--- src/rtl/scan_pkg.sv ---
// scan_pkg: state encoding shared by the scan sequencer and its sub-blocks
package scan_pkg;
    typedef enum logic [2:0] {
        IDLE,
        SHIFT_IN,
        CAPTURE,
        SHIFT_OUT,
        DONE
    } scan_state_t;
endpackage

--- src/rtl/scan_shreg.sv ---
// scan_shreg: parallel-load / serial shift register, MSB out, LSB in
//   clk_i   in   clock
//   rst_ni  in   asynchronous active-low reset, clears q_o
//   clr_i   in   synchronous clear (highest priority after reset)
//   load_i  in   parallel load of d_i
//   shift_i in   shift left by one, sin_i enters at bit 0
//   d_i     in   W-bit parallel data
//   sin_i   in   serial input
//   q_o     out  W-bit register contents; q_o[W-1] is the serial output
module scan_shreg #(
    parameter int W = 16
) (
    input  logic         clk_i,
    input  logic         rst_ni,
    input  logic         clr_i,
    input  logic         load_i,
    input  logic         shift_i,
    input  logic [W-1:0] d_i,
    input  logic         sin_i,
    output logic [W-1:0] q_o
);
    logic [W-1:0] q_q;
    always_ff @(posedge clk_i or negedge rst_ni) begin
        if (!rst_ni) q_q <= '0;
        else if (clr_i) q_q <= '0;
        else if (load_i) q_q <= d_i;
        else if (shift_i) q_q <= {q_q[W-2:0], sin_i};
    end
    assign q_o = q_q;
endmodule

--- src/rtl/scan_ctrl.sv ---
// scan_ctrl: sequencer for a CHAIN_LEN-stage smux2+DFF scan chain
//   Clock     in   single clock, also clocks the chain flops
//   nReset    in   asynchronous active-low reset
//   Start     in   request one scan op, sampled only in IDLE
//   Abort     in   synchronous abort back to IDLE, beats Start
//   CaptureEn in   1: one capture cycle between shifts, 0: loopback
//   Pattern   in   shift-in data, latched at the Start edge
//   SDO       in   chain tail (stage CHAIN_LEN-1)
//   Test      out  shared smux2 select, 1 = shift, 0 = functional
//   SDI       out  chain head (stage 0)
//   Busy      out  high in any non-IDLE state
//   Done      out  one-cycle pulse, Result valid
//   Result    out  shifted-out response, held until the next op overwrites it
module scan_ctrl
    import scan_pkg::*;
#(
    parameter int CHAIN_LEN = 16,
    parameter int CNT_W     = 5
) (
    input  logic                 Clock,
    input  logic                 nReset,
    input  logic                 Start,
    input  logic                 Abort,
    input  logic                 CaptureEn,
    input  logic [CHAIN_LEN-1:0] Pattern,
    input  logic                 SDO,
    output logic                 Test,
    output logic                 SDI,
    output logic                 Busy,
    output logic                 Done,
    output logic [CHAIN_LEN-1:0] Result
);
    scan_state_t state_q, state_d;
    logic [CNT_W-1:0] cnt_q, cnt_d;
    logic test_q, test_d;
    logic busy_q, busy_d;
    logic done_q, done_d;
    logic last;
    logic pat_load, pat_shift, pat_clr, res_shift;
    logic [CHAIN_LEN-1:0] pat_q;
    logic unused_pat;

    assign last = cnt_q == CNT_W'(CHAIN_LEN - 1);

    always_comb begin
        state_d   = state_q;
        cnt_d     = cnt_q;
        pat_load  = 1'b0;
        pat_shift = 1'b0;
        pat_clr   = 1'b0;
        res_shift = 1'b0;
        if (Abort && state_q != IDLE) begin
            state_d = IDLE;
            cnt_d   = '0;
            pat_clr = 1'b1;
        end else begin
            case (state_q)
                IDLE: begin
                    if (Start && !Abort) begin
                        state_d  = SHIFT_IN;
                        cnt_d    = '0;
                        pat_load = 1'b1;
                    end
                end
                SHIFT_IN: begin
                    // the final shift empties the pattern register, so SDI
                    // reads 0 for the rest of the op with no extra logic
                    pat_shift = 1'b1;
                    cnt_d     = last ? '0 : cnt_q + CNT_W'(1);
                    state_d   = last ? (CaptureEn ? CAPTURE : SHIFT_OUT) : SHIFT_IN;
                end
                CAPTURE: state_d = SHIFT_OUT;
                SHIFT_OUT: begin
                    res_shift = 1'b1;
                    cnt_d     = last ? '0 : cnt_q + CNT_W'(1);
                    state_d   = last ? DONE : SHIFT_OUT;
                end
                DONE: state_d = IDLE;
                default: state_d = IDLE;
            endcase
        end
        test_d = state_d == SHIFT_IN || state_d == SHIFT_OUT;
        busy_d = state_d != IDLE;
        done_d = state_d == DONE;
    end

    always_ff @(posedge Clock or negedge nReset) begin
        if (!nReset) begin
            state_q <= IDLE;
            cnt_q   <= '0;
            test_q  <= 1'b0;
            busy_q  <= 1'b0;
            done_q  <= 1'b0;
        end else begin
            state_q <= state_d;
            cnt_q   <= cnt_d;
            test_q  <= test_d;
            busy_q  <= busy_d;
            done_q  <= done_d;
        end
    end

    // pattern shifter: its MSB is the registered SDI
    scan_shreg #(.W(CHAIN_LEN)) u_pat (
        .clk_i  (Clock),
        .rst_ni (nReset),
        .clr_i  (pat_clr),
        .load_i (pat_load),
        .shift_i(pat_shift),
        .d_i    (Pattern),
        .sin_i  (1'b0),
        .q_o    (pat_q)
    );

    // result collector: first bit sampled ends up in the MSB
    scan_shreg #(.W(CHAIN_LEN)) u_res (
        .clk_i  (Clock),
        .rst_ni (nReset),
        .clr_i  (1'b0),
        .load_i (1'b0),
        .shift_i(res_shift),
        .d_i    ('0),
        .sin_i  (SDO),
        .q_o    (Result)
    );

    // only the MSB leaves the pattern shifter
    assign unused_pat = ^pat_q[CHAIN_LEN-2:0];

    assign Test = test_q;
    assign SDI  = pat_q[CHAIN_LEN-1];
    assign Busy = busy_q;
    assign Done = done_q;
endmodule

--- config.mk ---
export PLATFORM = sky130hd
export DESIGN_NAME = scan_ctrl
export DESIGN_NICKNAME = d
export VERILOG_FILES = /design/src/rtl/scan_pkg.sv /design/src/rtl/scan_shreg.sv /design/src/rtl/scan_ctrl.sv
export SDC_FILE = /design/constraint.sdc
export NUM_CORES = 1
export LEC_CHECK = 0
export BUFFER_PORTS_ARGS = -buffer_cell sky130_fd_sc_hd__buf_2
export CAP_MARGIN = 0
export CELL_PAD_IN_SITES_DETAIL_PLACEMENT = 1
export CELL_PAD_IN_SITES_GLOBAL_PLACEMENT = 2
export CORE_MARGIN = 2
export CORE_UTILIZATION = 35
export CTS_CLUSTER_DIAMETER = 50
export DETAILED_ROUTE_END_ITERATION = 16
export PLACE_DENSITY = 0.87
export SLEW_MARGIN = 30
export SYNTH_ARGS = -nofsm -noshare
export SYNTH_HDL_FRONTEND = slang
export SYNTH_SLANG_ARGS = --single-unit
--- constraint.sdc ---
create_clock -name Clock -period 2.3 [get_ports Clock]
set_clock_uncertainty 0.2 [all_clocks]
set_input_delay 0.46 -clock Clock [delete_from_list [all_inputs] [get_ports Clock]]
set_output_delay 0.46 -clock Clock [all_outputs]
set_load 0.05 [all_outputs]
==> flow_summary.ini, run 1 <==
[yosys]
syn_inst = 141
netlist_area_mm2 = 0.00183
yosysUniqueCellTypes = 32
syn_avg_cell_area_um2 = 13.0
synth_mux_area_frac = 0.105
ys_ff_latch = 43
synth_edf_count = 0
ys_warn_count = 0
synth_xor_area_frac = 0.00478
ys.flop_type = dfrtp_1
synth_top_family_by_area = compound AO/OA/AOI/OAI gates
synth-compound-area-share = 0.195
synth_fp_nets = 164
seq_area_frac_synth = 0.588
async_flop_share = 1.00
synth-adder-area-share = 0.00684
synth-simple-area-share = 0.0718

[sta]
worst_pin_slew_ns = 0.581
fmax_mhz = 554
finalHoldViolations = 0
slew_headroom = 0.612
finalSetupViolCount = 0
fin_crit_ns = 1.80
fin_crit_sh = 0.784
rsz0062_at_grt = false
drv_slew = 0
timing.setup.tns_ns = 0

[finish]
fillers = 579
synthToLayoutAreaGrowth_pct = 21.3
fin_nets = 210
regArea_mm2 = 0.00108
multiInputGateArea_um2 = 702
n_antenna_cell = 0
drive_gt1_frac = 0.385
layout_common_cells = dfrtp_1, buf_2, mux2_2, o2bb2ai_1, a22oi_1
final_common_cell = dfrtp_1

[floorplanning]
rows = 26
ios = 42
die_h_um = 76.3
start_util = 0.361
die_w_um = 76.3
core-area_mm2 = 0.00507
dieArea_mm2 = 0.00582

[clocking]
tritoncts = done
cts_buffer_depth = 2
cts_buffers = 5
worstSkewPairLatency_ns = 0.30
postCtsSetupRepairBufs = 0
cts.sinks = 43
path_clk_slew_ns = 0.08
cts_root_buffer = clkbuf_8
cts_max_level = 2

[power_and_ir_drop]
ir_drop_mv = 0.324
p_leak_uw = 0.00110
clockPowerShare = 0.360
power_frac_comb = 0.112
seq_power_share = 0.528
p_int_uw = 1190
switching_share = 0.247
power.density_mw_per_mm2 = 713
power.total_uw = 1580
p_sw_uw = 391

[detailed_routing]
ant_nets = 0
num_vias = 1325
wirelength_um = 4180
drcViolationCount = 0
dr.pass1.iters = 4
wire_per_inst_um = 16.3
drtIter0Drc = 38
routed_via_density = 5.16

[worst_setup_path]
worst-path-max-fanout = 16
max_stage_delay_ns = 0.45
worst_setup_path_start_kind = flip-flop
worst_setup_path_end_kind = flip-flop
cp_data_arrival_time_ns = 1.79
path_common_cell = nor2_4
path_cells = nor2_4, nand2_4, nor2_4, mux2_2
cpMaxStageDelayCell = dfrtp_1
critPathBufInv = 0
path_class = reg2reg
critPathTopFamily = simple AND/OR/NAND/NOR gates
required_ns = 2.29

[global_routing]
busiest_layer = met2
use_met2 = 0.249
grt_pass1_vias = 1417
antenna_found_initial = 0
grt_use_total = 0.156
grt_use_met3 = 0.0557
grt_pass1_wl_um = 7060
grt_max_degree = 22
grt.overflow.total = 0
grt_use_met1 = 0.198

[run]
cap_violations = 0

[place]
io_buffer_count = 41
gp_congestion = 0.810
place_hpwl_um = 2920

[status]
status = complete, no violations

[min_path]
min_path_type = in2reg
==> per-stage QoR <==
stage	cell area, um^2	std cells	utilization	hold slack (ns)	worst slack (ns)
after floorplan	1830	141	-	-0.0356	0.658
after detailed placement	2110	249	0.415	0.233	0.328
after global placement	2110	249	0.415	0.211	0.415
after global routing	2220	257	0.438	0.173	0.402
final	2220	257	0.438	0.192	0.496
after CTS	2220	257	0.438	0.183	0.486
==> power by group through the flow <==
| stage | combinational [uW] | sequential (uW) | clock, uW |
|---|---|---|---|
| after floorplan | 98.7 | 858 | 0 |
| after global placement | 168 | 847 | 0 |
| after detailed placement | 178 | 850 | 0 |
| after CTS | 181 | 836 | 589 |
| after global routing | 200 | 843 | 624 |
| final | 178 | 837 | 570 |
==> cell type report <==
cell class,count,area share
Timing Repair Buffer,46,0.110
Sequential cell,43,0.485
Multi-Input combinational cell,89,0.316
Inverter,2,0.00338
Clock buffer,6,0.0327
Tap cell,70,0.0394
Clock inverter,1,0.0135
==> flip-flops by register name (all words and copies together), names as in the netlist <==
register / count
Test: 1
Done: 1
u_res.q_o: 16
Busy: 1
cnt_q: 5
state_q: 3
u_pat.q_o: 16
==> synthesized netlist by cell type (2+ instances only) <==
master / count / area share
nor2_1: 5 / 0.010
buf_2: 2 / 0.0055
buf_6: 2 / 0.012
and2_1: 2 / 0.0068
o2bb2ai_1: 16 / 0.077
o21a_1: 5 / 0.021
a31oi_1: 2 / 0.0068
nor3_1: 2 / 0.0055
nand2_1: 6 / 0.012
and3_1: 2 / 0.0068
mux2_2: 16 / 0.098
a22oi_1: 12 / 0.049
o21ai_0: 2 / 0.0055
dfrtp_1: 43 / 0.59
nor2_4: 2 / 0.012
a21oi_1: 6 / 0.016
==> worst register-to-register path, cell delays in order, from the launching register on <==
cell	delay, ns
dfrtp_1	0.45
nor2_4	0.17
nand2_4	0.09
nor2_4	0.37
mux2_2	0.40
==> logic make-up (layout without fill, tap and decap cells) <==
logic type / count (synthesis) / in the layout
AO/OA/AOI/OAI: 47 / 47
XOR/XNOR: 1 / 1
adder cells (fa/ha/maj): 1 / 1
buffers and inverters: 9 / 55
flip-flops: 43 / 43
multiplexers: 17 / 17
AND/OR/NAND/NOR: 23 / 23
==> layer usage <==
| layer | part of all wire | vias to the layer above | wire length, um |
|---|---|---|---|
| met4 | 0.014 | 0 | 58 |
| met1 | 0.42 | 678 | 1770 |
| met5 | 0 | - | 0 |
| li1 | - | 614 | - |
| met3 | 0.047 | 7 | 196 |
| met2 | 0.52 | 26 | 2160 |
==> path summary, 6_finish.rpt <==
check	start	end	slack, ns	cells after the start
max	state_q[2]	u_res.q_o[12]	0.50	4
min	SDO	u_res.q_o[0]	0.19	2
max reg2reg	state_q[2]	u_res.q_o[12]	0.50	4
min reg2reg	u_pat.q_o[15]	u_pat.q_o[15]	0.30	1
max in group asynchronous	nReset	u_pat.q_o[7]	0.91	3
min in group asynchronous	nReset	cnt_q[3]	0.42	2
==> timing repair <==
item | in CTS | in global routing
setup endpoints to repair | 0 | 0
resized for setup | 0 | 0
hold endpoints to repair | 17 | 0
hold buffers | 1 | 0
Power figures use the tool's default switching activity.
==> inputs of run 2 (changes only) <==
Clock period 2.3 ns to 1.7 ns, I/O delays scaled along.
==> run 2 against run 1 <==
Net effect: core utilization is 2.1 points higher; sequential share of layout area is 2.2 points lower; wire length is 0.14% higher; critical path depth is 1 higher; non-clock buffer count is 5 higher; first-iteration DRC count is 95% higher; design area is 4.9% higher.
==> flow_summary.ini, run 2 (synthesis gave the netlist of run 1 again) <==
[sta]
finalHoldWorstSlack_ns = 0.0797
drv_slew = 0
fin_crit_ns = 1.61
finalHoldViolations = 0
worst_pin_slew_ns = 0.422
slew_headroom = 0.718
fmax_mhz = 623
timing.setup.tns_ns = 0
finalSetupViolCount = 0
fin_crit_sh = 0.944

[detailed_routing]
num_vias = 1342
drtIter0Drc = 74
drcViolationCount = 0
routed_via_density = 5.10
ant_nets = 0
wirelength_um = 4190
dr.pass1.iters = 4
wire_per_inst_um = 15.9

[clocking]
worstSkewPairLatency_ns = 0.28
cts.sinks = 43
cts_buffers = 5
cts_root_buffer = clkbuf_8
path_clk_slew_ns = 0.08
cts_buffer_depth = 2
tritoncts = done
cts_max_level = 2

[global_routing]
grt.overflow.total = 0
grt_pass1_wl_um = 7310
grt_pass1_vias = 1481
antenna_found_initial = 0
grt_use_total = 0.153
grt_max_degree = 28

[finish]
drive_gt1_frac = 0.435
fillers = 568
synthToLayoutAreaGrowth_pct = 27.3
layout_common_cells = dfrtp_1, buf_2, mux2_2, o2bb2ai_1, a22oi_1
n_antenna_cell = 0
regArea_mm2 = 0.00108
multiInputGateArea_um2 = 718
fin_nets = 215

[worst_setup_path]
max_stage_delay_ns = 0.42
critPathBufInv = 0
worst_setup_path_start_kind = flip-flop
cp_num_cells = 5
cp_data_arrival_time_ns = 1.60
startpoint = cnt_q[0]
worst-path-max-fanout = 4
required_ns = 1.69
critPathTopFamily = simple AND/OR/NAND/NOR gates
path_cells = ha_4, and4b_2, nand2_2, xnor2_1, nor3_1
r2r_start = cnt_q[0]
worst_setup_path_end_kind = flip-flop
path_class = reg2reg
cpMaxStageDelayCell = dfrtp_1
r2r_cells = 5

[floorplanning]
die_h_um = 76.3
ios = 42
die_w_um = 76.3
rows = 26
core-area_mm2 = 0.00507
start_util = 0.361
dieArea_mm2 = 0.00582

[min_path]
min_path_type = in2reg
min_from = Abort
min_delay_path_depth = 2

[status]
status = complete, no violations

[power_and_ir_drop]
p_leak_uw = 0.00115
power.density_mw_per_mm2 = 948
ir_drop_mv = 0.510

[run]
cap_violations = 0

[place]
gp_congestion = 0.778
io_buffer_count = 41
place_hpwl_um = 2960
-- run 2: cell types whose count changed in the layout (fill, tap and decap cells not counted), moves of 2 or more --
cell | before | now
buf_4 | 4 | 6
dfrtp_2 | 0 | 2
dfrtp_1 | 43 | 41
buf_12 | 0 | 3
-- run 2: layout make-up --
| class | count | share of cell area |
|---|---|---|
| Timing Repair Buffer | 51 | 0.137 |
| Inverter | 2 | 0.00322 |
| Multi-Input combinational cell | 89 | 0.308 |
| Sequential cell | 43 | 0.463 |
| Clock buffer | 6 | 0.0354 |
| Clock inverter | 2 | 0.0150 |
| Tap cell | 70 | 0.0376 |
-- run 2: repair_timing --
action                                  in CTS  in global routing
hold endpoints to repair                    16                  0
setup buffers                                0                  3
hold buffers                                 1                  0
resized for setup                            1                  5
pin swaps                                    0                  2
endpoints found under the setup margin       1                 24
-- run 2: metrics by stage --
step	util	worst slack (ns)	total power [uW]	cell area, um^2	std cells
4_1_cts	0.449	0.00250	2220	2280	260
6_report	0.459	0.0948	2210	2330	263
2_1_floorplan	-	0.0915	1290	1830	141
3_5_place_dp	0.423	0.0221	1400	2150	251
3_3_place_gp	0.423	0.0979	1380	2150	251
5_1_grt	0.459	-0.000848	2320	2330	263
-- run 2: path summary, 6_finish.rpt --
kind / slack, ns / to
hold reg to reg: 0.29 / u_pat.q_o[15]
setup / recovery: 0.09 / state_q[1]
setup reg to reg: 0.09 / state_q[1]
hold / removal: 0.08 / state_q[1]
max in group asynchronous: 0.49 / state_q[1]
min in group asynchronous: 0.31 / u_pat.q_o[5]
-- run 2: where the power goes --
part           internal (uW)  switching, uW
Clock                    475            332
Sequential              1080           50.6
Combinational            121            146
Total                   1680            528
-- run 2: per-layer routing --
metal  vias to the layer above  part of all wire  global-route usage
li1                        635                 -                   -
met1                       675              0.43               0.188
met2                        27              0.52               0.265
met3                         5             0.038              0.0379
met4                         0             0.011              0.0473
met5                         -                 0                   0
